--- config.mk ---
export PLATFORM = sky130hd
export DESIGN_NAME = uart_rx
export DESIGN_NICKNAME = d
export VERILOG_FILES = /design/src/rtl/uart_rx.sv
export SDC_FILE = /design/constraint.sdc
export NUM_CORES = 1
export LEC_CHECK = 0
export BUFFER_PORTS_ARGS = -buffer_cell sky130_fd_sc_hd__buf_2
export CORE_ASPECT_RATIO = 0.75
export CORE_MARGIN = 2
export CORE_UTILIZATION = 45
export DETAILED_ROUTE_END_ITERATION = 10
export GPL_TIMING_DRIVEN = 0
export RECOVER_POWER = 25
export SYNTH_ARGS = -nofsm -noshare
export SYNTH_HDL_FRONTEND = slang
export SYNTH_SLANG_ARGS = --single-unit
--- constraint.sdc ---
create_clock -name clk -period 2.4 [get_ports clk]
set_clock_uncertainty 0.2 [all_clocks]
set_input_delay 0.12 -clock clk [delete_from_list [all_inputs] [get_ports clk]]
set_output_delay 0.12 -clock clk [all_outputs]
set_load 0.005 [all_outputs]
--- src/rtl/uart_rx.sv ---
// UART receiver: 2-flop synchronized line, mid-bit sampling, optional parity,
// single-word holding register with ready/valid handshake, overrun and break handling.
module uart_rx #(
   parameter int unsigned CLKS_PER_BIT = 50000000 / 115200,
   parameter int unsigned BITS_N       = 8,
   parameter int unsigned PARITY_TYPE  = 0
) (
   input  logic              clk,
   input  logic              rst,
   input  logic              uart_in,
   input  logic              ready_in,
   output logic [BITS_N-1:0] data_rx,
   output logic              valid_out,
   output logic              parity_error,
   output logic              framing_error,
   output logic              overrun,
   output logic              busy
);

   localparam int unsigned CNT_W   = $clog2(CLKS_PER_BIT);
   localparam int unsigned BIT_W   = $clog2(BITS_N);
   localparam int unsigned HALF_M1 = CLKS_PER_BIT / 2 - 1;
   localparam int unsigned FULL_M1 = CLKS_PER_BIT - 1;

   typedef enum logic [2:0] {
      S_IDLE,
      S_START,
      S_DATA,
      S_PARITY,
      S_STOP,
      S_BREAK
   } state_t;

   state_t              r_state;
   state_t              w_state_nxt;
   logic                r_sync1;
   logic                r_sync2;
   logic [CNT_W-1:0]    r_cnt;
   logic [BIT_W-1:0]    r_bit;
   logic [BITS_N-1:0]   r_shift;
   logic [BITS_N-1:0]   r_data;
   logic                r_par_pend;
   logic                r_valid;
   logic                r_perr;
   logic                r_ferr;
   logic                r_ovr;
   logic                r_busy;

   logic                w_rx;
   logic                w_half;
   logic                w_full;
   logic                w_last_bit;
   logic                w_par_exp;
   logic                w_cnt_clr;
   logic                w_cnt_run;
   logic                w_smp_data;
   logic                w_smp_par;
   logic                w_done;

   assign w_rx       = r_sync2;
   assign w_half     = (r_cnt == CNT_W'(HALF_M1));
   assign w_full     = (r_cnt == CNT_W'(FULL_M1));
   assign w_last_bit = (r_bit == BIT_W'(BITS_N - 1));
   assign w_par_exp  = (PARITY_TYPE == 1) ? ~^r_shift : ^r_shift;

   // Line synchronizer; resets to the idle (high) level
   always_ff @(posedge clk or negedge rst) begin
      if (!rst) begin
         r_sync1 <= 1'b1;
         r_sync2 <= 1'b1;
      end else begin
         r_sync1 <= uart_in;
         r_sync2 <= r_sync1;
      end
   end

   always_ff @(posedge clk or negedge rst) begin
      if (!rst) r_state <= S_IDLE;
      else      r_state <= w_state_nxt;
   end

   always_comb begin
      w_state_nxt = r_state;
      case (r_state)
         S_IDLE:   if (!w_rx) w_state_nxt = S_START;
         S_START:  if (w_half) w_state_nxt = w_rx ? S_IDLE : S_DATA;
         S_DATA:   if (w_full && w_last_bit)
                      w_state_nxt = (PARITY_TYPE != 0) ? S_PARITY : S_STOP;
         S_PARITY: if (w_full) w_state_nxt = S_STOP;
         S_STOP:   if (w_full) w_state_nxt = w_rx ? S_IDLE : S_BREAK;
         S_BREAK:  if (w_rx) w_state_nxt = S_IDLE;
         default:  w_state_nxt = S_IDLE;
      endcase
   end

   // Per-state datapath strobes
   always_comb begin
      w_cnt_clr  = (w_state_nxt != r_state);
      w_cnt_run  = 1'b0;
      w_smp_data = 1'b0;
      w_smp_par  = 1'b0;
      w_done     = 1'b0;
      case (r_state)
         S_START:  w_cnt_run = 1'b1;
         S_DATA:   begin w_cnt_run = 1'b1; w_smp_data = w_full; end
         S_PARITY: begin w_cnt_run = 1'b1; w_smp_par  = w_full; end
         S_STOP:   begin w_cnt_run = 1'b1; w_done     = w_full; end
         default:  ;
      endcase
   end

   always_ff @(posedge clk or negedge rst) begin
      if (!rst) begin
         r_cnt      <= '0;
         r_bit      <= '0;
         r_shift    <= '0;
         r_par_pend <= 1'b0;
      end else begin
         if (w_cnt_clr || w_smp_data) r_cnt <= '0;
         else if (w_cnt_run)          r_cnt <= r_cnt + CNT_W'(1);

         if (r_state != S_DATA) r_bit <= '0;
         else if (w_smp_data)   r_bit <= r_bit + BIT_W'(1);

         if (w_smp_data) r_shift[r_bit] <= w_rx;

         if (r_state == S_IDLE) r_par_pend <= 1'b0;
         else if (w_smp_par)    r_par_pend <= (w_rx != w_par_exp);
      end
   end

   // Holding register: a new frame is dropped only if the held word is not taken this cycle
   always_ff @(posedge clk or negedge rst) begin
      if (!rst) begin
         r_data  <= '0;
         r_valid <= 1'b0;
         r_perr  <= 1'b0;
         r_ferr  <= 1'b0;
         r_ovr   <= 1'b0;
         r_busy  <= 1'b0;
      end else begin
         if (w_done && (!r_valid || ready_in)) begin
            r_data  <= r_shift;
            r_perr  <= r_par_pend;
            r_ferr  <= !w_rx;
            r_valid <= 1'b1;
         end else if (r_valid && ready_in) begin
            r_valid <= 1'b0;
         end
         r_ovr  <= w_done && r_valid && !ready_in;
         r_busy <= (w_state_nxt != S_IDLE);
      end
   end

   assign data_rx       = r_data;
   assign valid_out     = r_valid;
   assign parity_error  = r_perr;
   assign framing_error = r_ferr;
   assign overrun       = r_ovr;
   assign busy          = r_busy;

endmodule

---- Word-level counts from Yosys, hierarchy flattened ----
Cells that the tools add are included.
storage, ports and cells
  register bits ........................... 39
  logic and storage cells ................. 71
  bits of input ports ..................... 4
cells by class
  equal/unequal tests ..................... 11
  reduce and logical (&&, ||, !) cells .... 19
  add/sub/neg operators ................... 2
  mux-type cells .......................... 24
  $lt $le $gt $ge ......................... 2
operator list
  operator                                                           number
  2-to-1 mux 3 bit                                                   9
  2-to-1 mux 9 bit                                                   2
  case mux 3 bit (6 select lines)                                    1
  adder 9 x 1 -> 9 bit, second input constant                        1
  equality test 3 bit, second input constant                         3
  equality test 9 x 8 -> 1 bit, second input constant                1
  equality test 9 bit, second input constant                         1
  2-to-1 mux 1 bit                                                   9
  bitwise mux 8 bit                                                  1
  nonzero test 2 bit                                                 4
  XOR reduction 8 bit                                                1
  equality test 3 x 2 -> 1 bit, second input constant                2
  logical AND 1 bit                                                  6
  less-than comparator 3 x 4 -> 1 bit, second input constant         1
  OR reduction 4 bit                                                 1
  adder 3 x 1 -> 3 bit, second input constant                        1
  demux 1 bit (select 3 bit)                                         1
  equality test 3 x 1 -> 1 bit, second input constant                1
  greater-or-equal comparator 3 x 1 -> 1 bit, second input constant  1
  zero test 1 bit                                                    3
  zero test 3 bit                                                    1
  != test 3 x 2 -> 1 bit, second input constant                      1
  != test 3 bit                                                      1
  nonzero test 3 bit                                                 1
  3 further kinds                                                    4

---- Longest topological paths before layout ----
  depth in word-level cells ............... 7
  mapped depth ............................ 9
  depth with buffers taken out ............ 7

---- Worst setup path before layout ----
Ideal clock, no wire load.
  path kind ............................... reg-to-reg
  start point ............................. register r_cnt[1]
  end point ............................... register r_shift[5]
  period minus slack after synthesis ...... 2.070 ns
  library setup time ...................... 0.125 ns
  path buffers ............................ 1
  path slack .............................. 0.330 ns
  arrival ................................. 1.745 ns
  stages on the path, launching flop included .. 9
  cell sequence ........................... dfrtp_1 > inv_1 > ha_1 > nor4bb_4 > and2_1 > buf_6 > nand4b_4 > nor3b_2 > mux2_2
on the way
  longest elaborated chain between the ends .. 2
ends and longest elaborated chain
  what                           line  text
  start, declared                38    logic [CNT_W-1:0] r_cnt;
  start signal, assigned         120   else if (w_cnt_run) r_cnt <= r_cnt + CNT_W'(1);
  equality test 9 bit            62    assign w_full = (r_cnt == CNT_W'(FULL_M1));
  2-to-1 mux 1 bit               103   case (r_state)
  end signal, assigned by index  125   if (w_smp_data) r_shift[r_bit] <= w_rx;
  end, declared                  40    logic [BITS_N-1:0] r_shift;
Every way passes these cells.
A chain may end at the register's enable or synchronous reset.

---- Final worst setup path ----
Same ends and word-level chain as after synthesis.

==> impl_metrics.py <==
metrics = {
    "run_status": {
        "status": "complete, no violations",
    },
    "route": {
        "highest_layer": "met4",
        "wl_per_cell_um": 14.2,
        "m1WireLength_mm": 1.94,
        "num_vias": 1348,
        "wl_mm": 3.70,
        "first_pass_iters": 5,
        "drc_errors": 0,
        "drtIter0Drc": 85,
        "vias_per_cell": 5.18,
        "ant_nets": 0,
        "wl_met3_um": 140,
        "dr_wl_met2_mm": 1.57,
    },
    "logic_synthesis": {
        "syn_avg_cell_area_um2": 11.5,
        "synth.distinct_cells": 46,
        "synth_edf_count": 0,
        "synth_seq_cells": 39,
        "synthTopCellsByArea": "dfrtp_1, mux2_2, xnor2_1",
        "syn_inst": 176,
        "ys_async_sr_fraction": 1.00,
        "synth_flop_cell": "dfrtp_1",
        "yosysWarnings": 0,
        "synth_top_area_frac": 0.457,
        "synth.net_count": 185,
        "syn-cell-area_mm2": 0.00202,
        "ys_seq_area_frac": 0.483,
        "synth_top_area_cell": "dfrtp_1",
    },
    "critical_path": {
        "rr_worst_depth": 8,
        "r2r_end": "r_shift[5]$_DFFE_PN0P_",
        "end_kind": "register",
        "cp_cell_sequence": "inv_1 > ha_1 > nor4bb_4 > and2_1 > buf_6 > nand4b_4 > nor3b_2 > mux2_2",
        "crit_slowest_cell": "dfrtp_1",
        "rrSetupSlack_ns": 0.15,
        "cp_max_fo": 8,
        "crit_path_max_incr_delay_ns": 0.39,
        "critPathLaunchType": "register",
        "critical_path_class": "reg -> reg",
        "r2r-start": "r_cnt[1]$_DFFE_PN0P_",
        "crit_required_ns": 2.38,
        "cp.arrival_ns": 2.23,
    },
    "cts": {
        "clock_latency_ns": 0.29,
        "cts_buffers": 5,
        "clockBufferDepth": 2,
        "path_clk_slew_ns": 0.07,
        "cts-root-buf": "clkbuf_8",
        "cts_tree": "built",
        "cts-htree-levels": 2,
        "clock_sink_count": 39,
    },
    "power_and_ir_drop": {
        "power_per_cell_area_mw_per_mm2": 523,
        "finalPower_mw": 1.21,
        "p_switching_uw": 233,
        "switching_share": 0.192,
        "irDropWorstVdd_uv": 311,
        "clkPwrFrac": 0.433,
        "p_leak_nw": 1.04,
        "p_int_uw": 979,
        "power_frac_seq": 0.545,
        "combPwrFrac": 0.022,
    },
    "timing": {
        "finalSetupViolCount": 0,
        "slew_headroom": 0.351,
        "slew_violations": 0,
        "setup_tns_ns": 0,
        "tightest_slew_ns": 0.973,
        "hold_viol_final": 0,
        "fmax_mhz": 445,
        "rsz0062_at_grt": "no",
        "post-route-period-util": 0.936,
        "min_period_ns": 2.25,
    },
    "global_route": {
        "grt_max_degree": 40,
        "gr-total-overflow": 0,
        "track_usage": 0.165,
        "antenna_found_initial": 0,
        "grt_pass1_vias": 1264,
        "grt_pass1_wl_mm": 6.13,
    },
    "floorplan": {
        "start_util": 0.461,
        "io_pins": 17,
        "rows": 21,
        "fp.coreArea_mm2": 0.00439,
        "die_area_mm2": 0.00506,
        "fp.dieW_um": 81.5,
        "die_h_um": 62.1,
    },
    "finish": {
        "final.fill_count": 378,
        "final_cell_mix": "dfrtp_1, nor2_1, mux2_2, xnor2_1, clkbuf_1",
        "n_antenna_cell": 0,
        "finish.utilization": 0.529,
        "final_common_cell": "dfrtp_1",
        "nNetsFinal": 211,
        "syn2layout_area_growth_pct": 14.6,
        "layout-drive-gt1-share": 0.256,
    },
    "worst_hold_path": {
        "worst_hold_path.num_cells": 0,
        "worstHoldStart": "r_sync1$_DFF_PN1_",
        "hold_class": "reg -> reg",
        "holdPathEnd": "r_sync2$_DFF_PN1_",
    },
    "run": {
        "maxCapViolCount": 0,
    },
    "placement": {
        "place_congestion": 0.758,
        "dp_hpwl_mm": 2.59,
        "io_buffers": 16,
    },
}
[cell families after synthesis]
kind of cell / after synthesis / share of synthesized area
fa+ha+maj: 5 / 0.0309
xor+xnor: 17 / 0.0736
flops: 39 / 0.483
compound gates: 20 / 0.0773
mux: 17 / 0.0933
buf+inv: 16 / 0.0532
simple gates: 62 / 0.189
[worst max-delay path, delay by kind of cell, from the launching register on]
| kind | cells | cell delay (ns) |
|---|---|---|
| AND/OR/NAND/NOR | 4 | 0.79 |
| buffers and inverters | 2 | 0.25 |
| multiplexers | 1 | 0.35 |
| flip-flops | 1 | 0.39 |
| adder cells (fa/ha/maj) | 1 | 0.16 |
[sequential cells by signal (all words and copies together), names as in the netlist]
register	cells
r_shift	8
r_cnt	9
r_sync2	1
r_bit	3
framing_error	1
r_par_pend	1
busy	1
parity_error	1
r_state	3
data_rx	8
valid_out	1
r_sync1	1
overrun	1
[Yosys cell counts (2+ instances only)]
| cell type | count |
|---|---|
| dfrtp_1 | 37 |
| mux2_2 | 15 |
| nand3_1 | 4 |
| xnor2_1 | 14 |
| nand4_1 | 4 |
| clkbuf_1 | 2 |
| xor2_1 | 3 |
| nand2b_1 | 3 |
| nand2_1 | 9 |
| buf_2 | 2 |
| inv_1 | 7 |
| ha_1 | 5 |
| nor3_1 | 2 |
| mux2i_1 | 2 |
| buf_6 | 3 |
| nand3b_1 | 2 |
| o21ai_0 | 5 |
| or3_1 | 2 |
| dfstp_2 | 2 |
| nor2_1 | 22 |
| nor3b_2 | 2 |
| and2_1 | 2 |
| a21oi_1 | 4 |
[worst max path at each step]
| stage | start | end | cells past startpoint |
|---|---|---|---|
| after detailed placement | r_cnt[0]$_DFFE_PN0P_ | r_cnt[0]$_DFFE_PN0P_ | 7 |
| after CTS | r_cnt[0]$_DFFE_PN0P_ | r_cnt[0]$_DFFE_PN0P_ | 7 |
| after floorplan | r_cnt[1]$_DFFE_PN0P_ | r_shift[5]$_DFFE_PN0P_ | 8 |
| after global placement | r_cnt[0]$_DFFE_PN0P_ | r_cnt[0]$_DFFE_PN0P_ | 7 |
| after global routing | r_cnt[1]$_DFFE_PN0P_ | r_shift[5]$_DFFE_PN0P_ | 8 |
| final | r_cnt[1]$_DFFE_PN0P_ | r_shift[5]$_DFFE_PN0P_ | 8 |
[metrics by stage]
step	hold WS (ns)	worst slack, ns	std cells	area [µm²]
after CTS	0.162	0.106	260	2310
final	0.159	0.154	260	2320
after global placement	0.0266	0.149	249	2180
after global routing	0.162	0.00162	260	2320
after detailed placement	0.0288	0.125	249	2180
after floorplan	-0.376	0.330	176	2020
[routing by layer]
metal	vias up	GRT usage
met3	7	0.0462
met4	0	0.0702
met1	645	0.243
met5	-	0
li1	664	-
met2	32	0.228
[power groups by stage]
| stage | Sequential (mW) | Clock (mW) | Combinational, mW |
|---|---|---|---|
| finish | 0.661 | 0.524 | 0.0270 |
| global route | 0.660 | 0.571 | 0.0305 |
| detailed placement | 0.673 | 0 | 0.0243 |
| floorplan | 0.673 | 0 | 0.00664 |
| CTS | 0.660 | 0.543 | 0.0280 |
| global placement | 0.673 | 0 | 0.0232 |
[cell type report]
| cell class | count | area [µm²] | share of cell area |
|---|---|---|---|
| clock inverter | 1 | 30.0 | 0.0129 |
| timing repair buffer | 19 | 98.8 | 0.0426 |
| sequential | 39 | 978 | 0.422 |
| multi-input combinational | 121 | 957 | 0.413 |
| inverter | 7 | 26.3 | 0.0113 |
| clock buffer | 7 | 76.3 | 0.0329 |
| buffer | 9 | 81.3 | 0.0351 |
| tap | 57 | 71.3 | 0.0307 |
[what timing repair did]
item	CTS	global route
setup buffers	0	0
hold buffers	3	0
endpoints found under the setup margin	0	10
gates resized for setup	0	2
hold endpoints to repair	39	0
(Power assumes the default switching activity.)
